**config.mk**
```make
export PLATFORM = sky130hd
export DESIGN_NAME = atax_launcher_flat
export DESIGN_NICKNAME = d
export VERILOG_FILES = /design/src/rtl/atax_launcher_pkg.sv /design/src/rtl/atax_launcher_if.sv /design/src/rtl/atax_ts_fifo.sv /design/src/rtl/atax_launcher.sv /design/src/flat_wrapper.sv
export SDC_FILE = /design/constraint.sdc
export NUM_CORES = 2
export LEC_CHECK = 0
export CORE_AREA = 4 4 269 271
export DETAILED_ROUTE_END_ITERATION = 10
export DIE_AREA = 0 0 273 275
export PLACE_DENSITY_LB_ADDON = 0.1
export SLEW_MARGIN = 5
export SYNTH_ARGS = -nofsm -noshare
export SYNTH_HDL_FRONTEND = slang
export SYNTH_SLANG_ARGS = --single-unit
```
**constraint.sdc**
```tcl
create_clock -name clock -period 5.1 [get_ports clock]
set_input_delay 0.765 -clock clock [delete_from_list [all_inputs] [get_ports clock]]
set_output_delay 0.765 -clock clock [all_outputs]
set_load 0.005 [all_outputs]
```
**src/rtl/atax_launcher_pkg.sv**
```systemverilog
// Shared types and constants for the atax batch launcher.
package atax_launcher_pkg;

  localparam int unsigned PTR_W     = 64;
  localparam int unsigned REC_IDX_W = 16;
  localparam int unsigned REC_LAT_W = 32;

  typedef enum logic [1:0] {
    StIdle,
    StIssue,
    StDrain,
    StDone
  } state_e;

  // One result record as seen downstream, at the default index/latency widths.
  typedef struct packed {
    logic [REC_IDX_W-1:0] index;
    logic [REC_LAT_W-1:0] latency;
  } res_rec_t;

endpackage

```
**src/rtl/atax_launcher_if.sv**
```systemverilog
// Host-facing and component-facing signal bundle of the atax launcher.
interface atax_launcher_if
  import atax_launcher_pkg::*;
#(
  parameter int unsigned CNT_W = 16,
  parameter int unsigned LAT_W = 32
) ();

  logic             cfg_valid;
  logic             cfg_ready;
  logic [PTR_W-1:0] cfg_a_base;
  logic [PTR_W-1:0] cfg_x_base;
  logic [PTR_W-1:0] cfg_y_base;
  logic [PTR_W-1:0] cfg_stride;
  logic [CNT_W-1:0] cfg_count;

  logic             comp_start;
  logic             comp_busy;
  logic [PTR_W-1:0] comp_A;
  logic [PTR_W-1:0] comp_x;
  logic [PTR_W-1:0] comp_y_out;
  logic             comp_done;
  logic             comp_stall;

  logic             res_valid;
  logic             res_ready;
  logic [CNT_W-1:0] res_index;
  logic [LAT_W-1:0] res_latency;

  logic             running;
  logic             batch_done;
  logic             err_spurious;

  // Environment side: host front end, atax component and result sink.
  modport master (
    output cfg_valid, cfg_a_base, cfg_x_base, cfg_y_base, cfg_stride, cfg_count,
    output comp_busy, comp_done, res_ready,
    input  cfg_ready, comp_start, comp_A, comp_x, comp_y_out, comp_stall,
    input  res_valid, res_index, res_latency, running, batch_done, err_spurious
  );

  // Launcher side.
  modport slave (
    input  cfg_valid, cfg_a_base, cfg_x_base, cfg_y_base, cfg_stride, cfg_count,
    input  comp_busy, comp_done, res_ready,
    output cfg_ready, comp_start, comp_A, comp_x, comp_y_out, comp_stall,
    output res_valid, res_index, res_latency, running, batch_done, err_spurious
  );

endinterface

```
**src/rtl/atax_ts_fifo.sv**
```systemverilog
// Start-timestamp FIFO; its occupancy is the number of invocations in flight.
module atax_ts_fifo #(
  parameter int unsigned Depth = 2,
  parameter int unsigned Width = 32
) (
  input  logic             clk_i,
  input  logic             rst_i,
  input  logic             push_i,
  input  logic [Width-1:0] wdata_i,
  input  logic             pop_i,
  output logic [Width-1:0] rdata_o,
  output logic             full_o,
  output logic             empty_o
);

  localparam int unsigned PtrW = (Depth > 1) ? $clog2(Depth) : 1;
  localparam int unsigned CntW = $clog2(Depth + 1);

  logic [Width-1:0] mem_q [Depth];
  logic [Width-1:0] mem_d [Depth];
  logic [PtrW-1:0]  wr_q, wr_d, rd_q, rd_d;
  logic [CntW-1:0]  cnt_q, cnt_d;

  function automatic logic [PtrW-1:0] ptr_inc(input logic [PtrW-1:0] p);
    return (p == PtrW'(Depth - 1)) ? '0 : p + PtrW'(1);
  endfunction

  // Next-state: write on push, advance pointers, track occupancy.
  always_comb begin
    mem_d = mem_q;
    wr_d  = wr_q;
    rd_d  = rd_q;
    cnt_d = cnt_q;
    if (push_i) begin
      mem_d[wr_q] = wdata_i;
      wr_d        = ptr_inc(wr_q);
    end
    if (pop_i) begin
      rd_d = ptr_inc(rd_q);
    end
    unique case ({push_i, pop_i})
      2'b10:   cnt_d = cnt_q + CntW'(1);
      2'b01:   cnt_d = cnt_q - CntW'(1);
      default: cnt_d = cnt_q;
    endcase
  end

  // State registers with synchronous reset.
  always_ff @(posedge clk_i) begin
    if (rst_i) begin
      for (int i = 0; i < Depth; i++) mem_q[i] <= '0;
      wr_q  <= '0;
      rd_q  <= '0;
      cnt_q <= '0;
    end else begin
      mem_q <= mem_d;
      wr_q  <= wr_d;
      rd_q  <= rd_d;
      cnt_q <= cnt_d;
    end
  end

  assign rdata_o = mem_q[rd_q];
  assign full_o  = (cnt_q == CntW'(Depth));
  assign empty_o = (cnt_q == '0);

endmodule

```
**src/rtl/atax_launcher.sv**
```systemverilog
// Batch sequencer: issues cfg_count atax calls with strided pointers and
// reports one {index, latency} record per returned call.
module atax_launcher
  import atax_launcher_pkg::*;
#(
  parameter int unsigned MAX_INFLIGHT = 2,
  parameter int unsigned CNT_W        = 16,
  parameter int unsigned LAT_W        = 32
) (
  input logic           clock,
  input logic           reset,
  atax_launcher_if.slave bus
);

  state_e           state_q, state_d;
  logic [PTR_W-1:0] a_q, a_d, x_q, x_d, y_q, y_d, stride_q, stride_d;
  logic [CNT_W-1:0] count_q, count_d, issued_q, issued_d, returned_q, returned_d;
  logic [CNT_W-1:0] res_index_q, res_index_d;
  logic [LAT_W-1:0] res_latency_q, res_latency_d, cycle_q, cycle_d;
  logic             res_valid_q, res_valid_d, cfg_ready_q, cfg_ready_d, err_q, err_d;

  logic             cfg_acc, start, start_acc, stall, done_acc;
  logic             ts_full, ts_empty;
  logic [LAT_W-1:0] ts_head;

  // Handshake decode; FIFO occupancy doubles as the in-flight count.
  always_comb begin
    cfg_acc   = bus.cfg_valid && cfg_ready_q;
    start     = (state_q == StIssue) && (issued_q != count_q) && !ts_full;
    start_acc = start && !bus.comp_busy;
    stall     = res_valid_q && !bus.res_ready;
    done_acc  = bus.comp_done && !stall && !ts_empty;
  end

  atax_ts_fifo #(
    .Depth (MAX_INFLIGHT),
    .Width (LAT_W)
  ) u_ts_fifo (
    .clk_i   (clock),
    .rst_i   (reset),
    .push_i  (start_acc),
    .wdata_i (cycle_q),
    .pop_i   (done_acc),
    .rdata_o (ts_head),
    .full_o  (ts_full),
    .empty_o (ts_empty)
  );

  // Next-state for FSM, pointers, counters and the single result record.
  always_comb begin
    state_d       = state_q;
    a_d           = a_q;
    x_d           = x_q;
    y_d           = y_q;
    stride_d      = stride_q;
    count_d       = count_q;
    issued_d      = issued_q;
    returned_d    = returned_q;
    res_index_d   = res_index_q;
    res_latency_d = res_latency_q;
    res_valid_d   = res_valid_q;
    err_d         = err_q || (bus.comp_done && ts_empty);
    cycle_d       = cycle_q + LAT_W'(1);

    if (start_acc) begin
      a_d      = a_q + stride_q;
      x_d      = x_q + stride_q;
      y_d      = y_q + stride_q;
      issued_d = issued_q + CNT_W'(1);
    end

    if (res_valid_q && bus.res_ready) res_valid_d = 1'b0;
    // A new record may replace one that is being consumed this same cycle.
    if (done_acc) begin
      res_valid_d   = 1'b1;
      res_index_d   = returned_q;
      res_latency_d = cycle_q - ts_head;
      returned_d    = returned_q + CNT_W'(1);
    end

    unique case (state_q)
      StIdle: begin
        if (cfg_acc) begin
          a_d        = bus.cfg_a_base;
          x_d        = bus.cfg_x_base;
          y_d        = bus.cfg_y_base;
          stride_d   = bus.cfg_stride;
          count_d    = bus.cfg_count;
          issued_d   = '0;
          returned_d = '0;
          state_d    = (bus.cfg_count == '0) ? StDone : StIssue;
        end
      end
      StIssue: if (issued_q == count_q) state_d = StDrain;
      // Look at next-cycle values so batch_done follows the last handshake directly.
      StDrain: if ((returned_d == count_q) && !res_valid_d) state_d = StDone;
      StDone:  state_d = StIdle;
      default: state_d = StIdle;
    endcase

    cfg_ready_d = (state_d == StIdle);
  end

  // State registers with synchronous reset.
  always_ff @(posedge clock) begin
    if (reset) begin
      state_q       <= StIdle;
      a_q           <= '0;
      x_q           <= '0;
      y_q           <= '0;
      stride_q      <= '0;
      count_q       <= '0;
      issued_q      <= '0;
      returned_q    <= '0;
      res_index_q   <= '0;
      res_latency_q <= '0;
      res_valid_q   <= 1'b0;
      cfg_ready_q   <= 1'b0;
      err_q         <= 1'b0;
      cycle_q       <= '0;
    end else begin
      state_q       <= state_d;
      a_q           <= a_d;
      x_q           <= x_d;
      y_q           <= y_d;
      stride_q      <= stride_d;
      count_q       <= count_d;
      issued_q      <= issued_d;
      returned_q    <= returned_d;
      res_index_q   <= res_index_d;
      res_latency_q <= res_latency_d;
      res_valid_q   <= res_valid_d;
      cfg_ready_q   <= cfg_ready_d;
      err_q         <= err_d;
      cycle_q       <= cycle_d;
    end
  end

  assign bus.cfg_ready    = cfg_ready_q;
  assign bus.comp_start   = start;
  assign bus.comp_A       = a_q;
  assign bus.comp_x       = x_q;
  assign bus.comp_y_out   = y_q;
  assign bus.comp_stall   = stall;
  assign bus.res_valid    = res_valid_q;
  assign bus.res_index    = res_index_q;
  assign bus.res_latency  = res_latency_q;
  assign bus.running      = (state_q != StIdle);
  assign bus.batch_done   = (state_q == StDone);
  assign bus.err_spurious = err_q;

endmodule

```
**src/flat_wrapper.sv**
```systemverilog
// flat-port wrapper written by rule: the top's interface ports become plain ports
module atax_launcher_flat import atax_launcher_pkg::*;
#(
  parameter int unsigned MAX_INFLIGHT = 2,
  parameter int unsigned CNT_W        = 16,
  parameter int unsigned LAT_W        = 32
)
  (clock, reset, bus_cfg_valid, bus_cfg_a_base, bus_cfg_x_base, bus_cfg_y_base, bus_cfg_stride, bus_cfg_count, bus_comp_busy, bus_comp_done, bus_res_ready, bus_cfg_ready, bus_comp_start, bus_comp_A, bus_comp_x, bus_comp_y_out, bus_comp_stall, bus_res_valid, bus_res_index, bus_res_latency, bus_running, bus_batch_done, bus_err_spurious);
  atax_launcher_if #(.CNT_W(CNT_W), .LAT_W(LAT_W)) bus_i ();
  input logic clock;
  input logic reset;
  input wire logic [$bits(bus_i.cfg_valid)-1:0] bus_cfg_valid;
  input wire logic [$bits(bus_i.cfg_a_base)-1:0] bus_cfg_a_base;
  input wire logic [$bits(bus_i.cfg_x_base)-1:0] bus_cfg_x_base;
  input wire logic [$bits(bus_i.cfg_y_base)-1:0] bus_cfg_y_base;
  input wire logic [$bits(bus_i.cfg_stride)-1:0] bus_cfg_stride;
  input wire logic [$bits(bus_i.cfg_count)-1:0] bus_cfg_count;
  input wire logic [$bits(bus_i.comp_busy)-1:0] bus_comp_busy;
  input wire logic [$bits(bus_i.comp_done)-1:0] bus_comp_done;
  input wire logic [$bits(bus_i.res_ready)-1:0] bus_res_ready;
  output wire logic [$bits(bus_i.cfg_ready)-1:0] bus_cfg_ready;
  output wire logic [$bits(bus_i.comp_start)-1:0] bus_comp_start;
  output wire logic [$bits(bus_i.comp_A)-1:0] bus_comp_A;
  output wire logic [$bits(bus_i.comp_x)-1:0] bus_comp_x;
  output wire logic [$bits(bus_i.comp_y_out)-1:0] bus_comp_y_out;
  output wire logic [$bits(bus_i.comp_stall)-1:0] bus_comp_stall;
  output wire logic [$bits(bus_i.res_valid)-1:0] bus_res_valid;
  output wire logic [$bits(bus_i.res_index)-1:0] bus_res_index;
  output wire logic [$bits(bus_i.res_latency)-1:0] bus_res_latency;
  output wire logic [$bits(bus_i.running)-1:0] bus_running;
  output wire logic [$bits(bus_i.batch_done)-1:0] bus_batch_done;
  output wire logic [$bits(bus_i.err_spurious)-1:0] bus_err_spurious;
  assign bus_i.cfg_valid = bus_cfg_valid;
  assign bus_i.cfg_a_base = bus_cfg_a_base;
  assign bus_i.cfg_x_base = bus_cfg_x_base;
  assign bus_i.cfg_y_base = bus_cfg_y_base;
  assign bus_i.cfg_stride = bus_cfg_stride;
  assign bus_i.cfg_count = bus_cfg_count;
  assign bus_i.comp_busy = bus_comp_busy;
  assign bus_i.comp_done = bus_comp_done;
  assign bus_i.res_ready = bus_res_ready;
  assign bus_cfg_ready = bus_i.cfg_ready;
  assign bus_comp_start = bus_i.comp_start;
  assign bus_comp_A = bus_i.comp_A;
  assign bus_comp_x = bus_i.comp_x;
  assign bus_comp_y_out = bus_i.comp_y_out;
  assign bus_comp_stall = bus_i.comp_stall;
  assign bus_res_valid = bus_i.res_valid;
  assign bus_res_index = bus_i.res_index;
  assign bus_res_latency = bus_i.res_latency;
  assign bus_running = bus_i.running;
  assign bus_batch_done = bus_i.batch_done;
  assign bus_err_spurious = bus_i.err_spurious;
  atax_launcher #(.MAX_INFLIGHT(MAX_INFLIGHT), .CNT_W(CNT_W), .LAT_W(LAT_W)) u_core (.clock(clock), .reset(reset), .bus(bus_i));
endmodule
```
==> impl_metrics.env <==
export IMPL_start_util_pct=44.7
export IMPL_grt_overflow=0
export IMPL_numPortBuffers=524
export IMPL_drt_wirelength_per_cell_um=21.3
export IMPL_numCtsBuffers=53
export IMPL_required_ns=5.58
export IMPL_avgSynthCellArea_um2=7.46
export IMPL_avgViaCountPerCell=5.80
export IMPL_hold_class="reg2reg"
export IMPL_p_leak_nw=15.1
export IMPL_hold_violations=0
export IMPL_worst_slew_pin_slew_ns=0.980
export IMPL_area_delta_synth_final_pct=24.5
export IMPL_cts_num_sinks=457
export IMPL_initialDrtViolationCount=2480
export IMPL_cts_tree="yes"
export IMPL_finalSetupViolCount=0
export IMPL_nFillCells=6733
export IMPL_fin_crit_sh_pct=82.0
export IMPL_clock_path_buffers=3
export IMPL_async_reset_ff_share_pct=0
export IMPL_nets=5032
export IMPL_start_kind="flip-flop"
export IMPL_ctsResizeCount=0
export IMPL_grt_pass1_wl_mm=178
export IMPL_synth_seq_cells=457
export IMPL_setup_tns_ns=0
export IMPL_grt_max_degree=180
export IMPL_first_global_vias=29895
export IMPL_cp_top_family="compound AO/OA/AOI/OAI gates"
export IMPL_cpPeakStageDelay_ns=0.65
export IMPL_drc_errors=0
export IMPL_postCtsSetupBuffers=0
export IMPL_yosys_warnings=0
export IMPL_slew_violations=0
export IMPL_timing_final_crit_period_ns=4.18
export IMPL_path_clk_slew_ns=0.06
export IMPL_gp_congestion=0.956
export IMPL_cp_buffers_inverters=0
export IMPL_vias=32016
export IMPL_worstPathArrival_ns=4.67
export IMPL_synth_edf_count=0
export IMPL_cpMaxStageDelayCell="a211oi_1"
export IMPL_fmax_mhz=239
export IMPL_seq_area_frac_synth_pct=29.3
export IMPL_finish_utilization_pct=55.6
export IMPL_rsz0062_at_grt="false"
export IMPL_drive_gt1_share_pct=3.70
export IMPL_clk_latency_ns=0.62
export IMPL_skew_ns=0.0207
export IMPL_syn_inst=4182
export IMPL_core_area_um2=69800
export IMPL_hold_buffers=0
export IMPL_drv_cap=0
export IMPL_worstSetupPathType="reg2reg"
export IMPL_first_pass_iters=5
export IMPL_outcome="finished clean"
export IMPL_ys_flop_type="dfxtp_1"
export IMPL_htreeDepth=2
export IMPL_rows=97
export IMPL_postRouteAntennaNets=0
export IMPL_num_io_pins=525
export IMPL_die_y_um=275
export IMPL_relSlewSlack_pct=34.7
export IMPL_netlist_top_cells_area="dfxtp_1 (29%), nand2_1 (9.2%), ha_1 (9.0%)"
export IMPL_die_width_um=273
export IMPL_synth_common_cells="nand2_1 (763), a21oi_1 (509), dfxtp_1 (457)"
export IMPL_ir_worst_vdd_uv=305
export IMPL_hpwl_mm=90.0
export IMPL_synth_most_common_cell="nand2_1"
export IMPL_netlist_area_um2=31200
export IMPL_antenna_found_initial=10
export IMPL_fp_dieArea_um2=75100
export IMPL_syn_nets=4688
export IMPL_finalWirelength_mm=118
export IMPL_synth_top_area_cell="dfxtp_1"
export IMPL_track_usage_pct=29.7
export IMPL_root_buffer="clkbuf_16"
export IMPL_path_cells="ha_1, a211oi_1, o21ai_1, o221a_2, o211ai_1, a21oi_1, nand4b_1, a31oi_1, a211oi_1, mux2i_1, mux2i_1, nor3_1"
export IMPL_fin_hold_ws_ns=0.454
export IMPL_crit_path_max_fanout=7
export IMPL_cp_end_kind="flip-flop"
export IMPL_yosysTopAreaCellShare_pct=29.3
export IMPL_yosysUniqueCellTypes=94
export IMPL_power_density_nw_per_um2=321
-- worst min-delay path: cells and delay by family (launching register included) --
family	cells	cell delay, ns
flops	1	0.31
simple gates	1	0.05
compound gates	1	0.05
-- worst paths after layout --
check / startpoint / depth (start not counted) / slack (ns) / end
setup reg to reg: u_core.stride_q[1]$_SDFFE_PP0P_ / 12 / 0.92 / u_core.bus.comp_x[63]$_SDFF_PP0_
hold reg to reg: u_core.u_ts_fifo.mem_q[43]$_SDFFE_PP0P_ / 2 / 0.45 / u_core.u_ts_fifo.mem_q[43]$_SDFFE_PP0P_
hold / removal: u_core.u_ts_fifo.mem_q[43]$_SDFFE_PP0P_ / 2 / 0.45 / u_core.u_ts_fifo.mem_q[43]$_SDFFE_PP0P_
setup / recovery: u_core.stride_q[1]$_SDFFE_PP0P_ / 12 / 0.92 / u_core.bus.comp_x[63]$_SDFF_PP0_
-- per-stage QoR --
stage               cell area (um^2)  setup slack, ns  power, W  instances
floorplan                      31200             1.54   0.00664       4182
global placement               36900             1.13   0.00834       5411
detailed placement             36900             1.04   0.00834       5411
CTS                            38800             1.04    0.0125       5510
global route                   38800            0.782    0.0131       5516
finish                         38800            0.917    0.0125       5516
-- cells by family after synthesis --
kind of cell	Yosys count	synth area share, %
AO/OA/AOI/OAI	1286	26.4
multiplexers	51	1.65
buffers and inverters	335	4.17
XOR/XNOR	256	7.19
adder cells (fa/ha/maj)	228	9.25
flip-flops	457	29.3
AND/OR/NAND/NOR	1569	22.0
-- power breakdown --
group	switching, W	leakage, nW	internal [W]
sequential	0.000476	3.72	0.00392
combinational	0.00221	10.5	0.00172
clock	0.00170	0.913	0.00243
-- per-layer routing --
metal  GRT usage, %  wire (um)  share of wire (%)  vias to the layer above
met3           4.69       8140                6.9                      146
li1               -          -                  -                    15708
met1           41.8      53500                 46                    15115
met4           8.13       3120                2.7                        8
met5              0         47              0.040                        -
met2           47.5      52700                 45                     1039
-- layout make-up --
type / instances / area, um^2 / area share [%]
inverter: 72 / 275 / 0.709
tap: 940 / 1180 / 3.03
antenna: 6 / 15.0 / 0.0387
sequential: 457 / 9150 / 23.6
clock inverter: 33 / 409 / 1.05
multi-input combinational: 3390 / 20800 / 53.5
clock buffer: 66 / 1480 / 3.80
timing repair buffer: 552 / 5550 / 14.3
-- sequential cells by signal, indices dropped and copies added, names as in the netlist, 2 cells and up --
register,flops
u_core.bus.comp_A,64
u_core.bus.comp_x,64
u_core.bus.comp_y_out,64
u_core.bus.res_index,16
u_core.bus.res_latency,32
u_core.count_q,16
u_core.cycle_q,32
u_core.issued_q,16
u_core.returned_q,16
u_core.state_q,2
u_core.stride_q,64
u_core.u_ts_fifo.cnt_q,2
u_core.u_ts_fifo.mem_q,64
-- cells in the final DEF, fill, tap and decap left out, drive strengths merged, types with 105 or more instances in the layout --
| cell type | Yosys | final |
|---|---|---|
| a21o | 130 | 130 |
| ha | 224 | 224 |
| xnor2 | 151 | 151 |
| nand2 | 763 | 763 |
| xor2 | 105 | 105 |
| a21oi | 511 | 511 |
| nor2 | 386 | 386 |
| o21ai | 194 | 194 |
| clkdlybuf4s50 | 0 | 523 |
| dfxtp | 457 | 457 |
No activity file was read; power rests on OpenSTA's default activity.
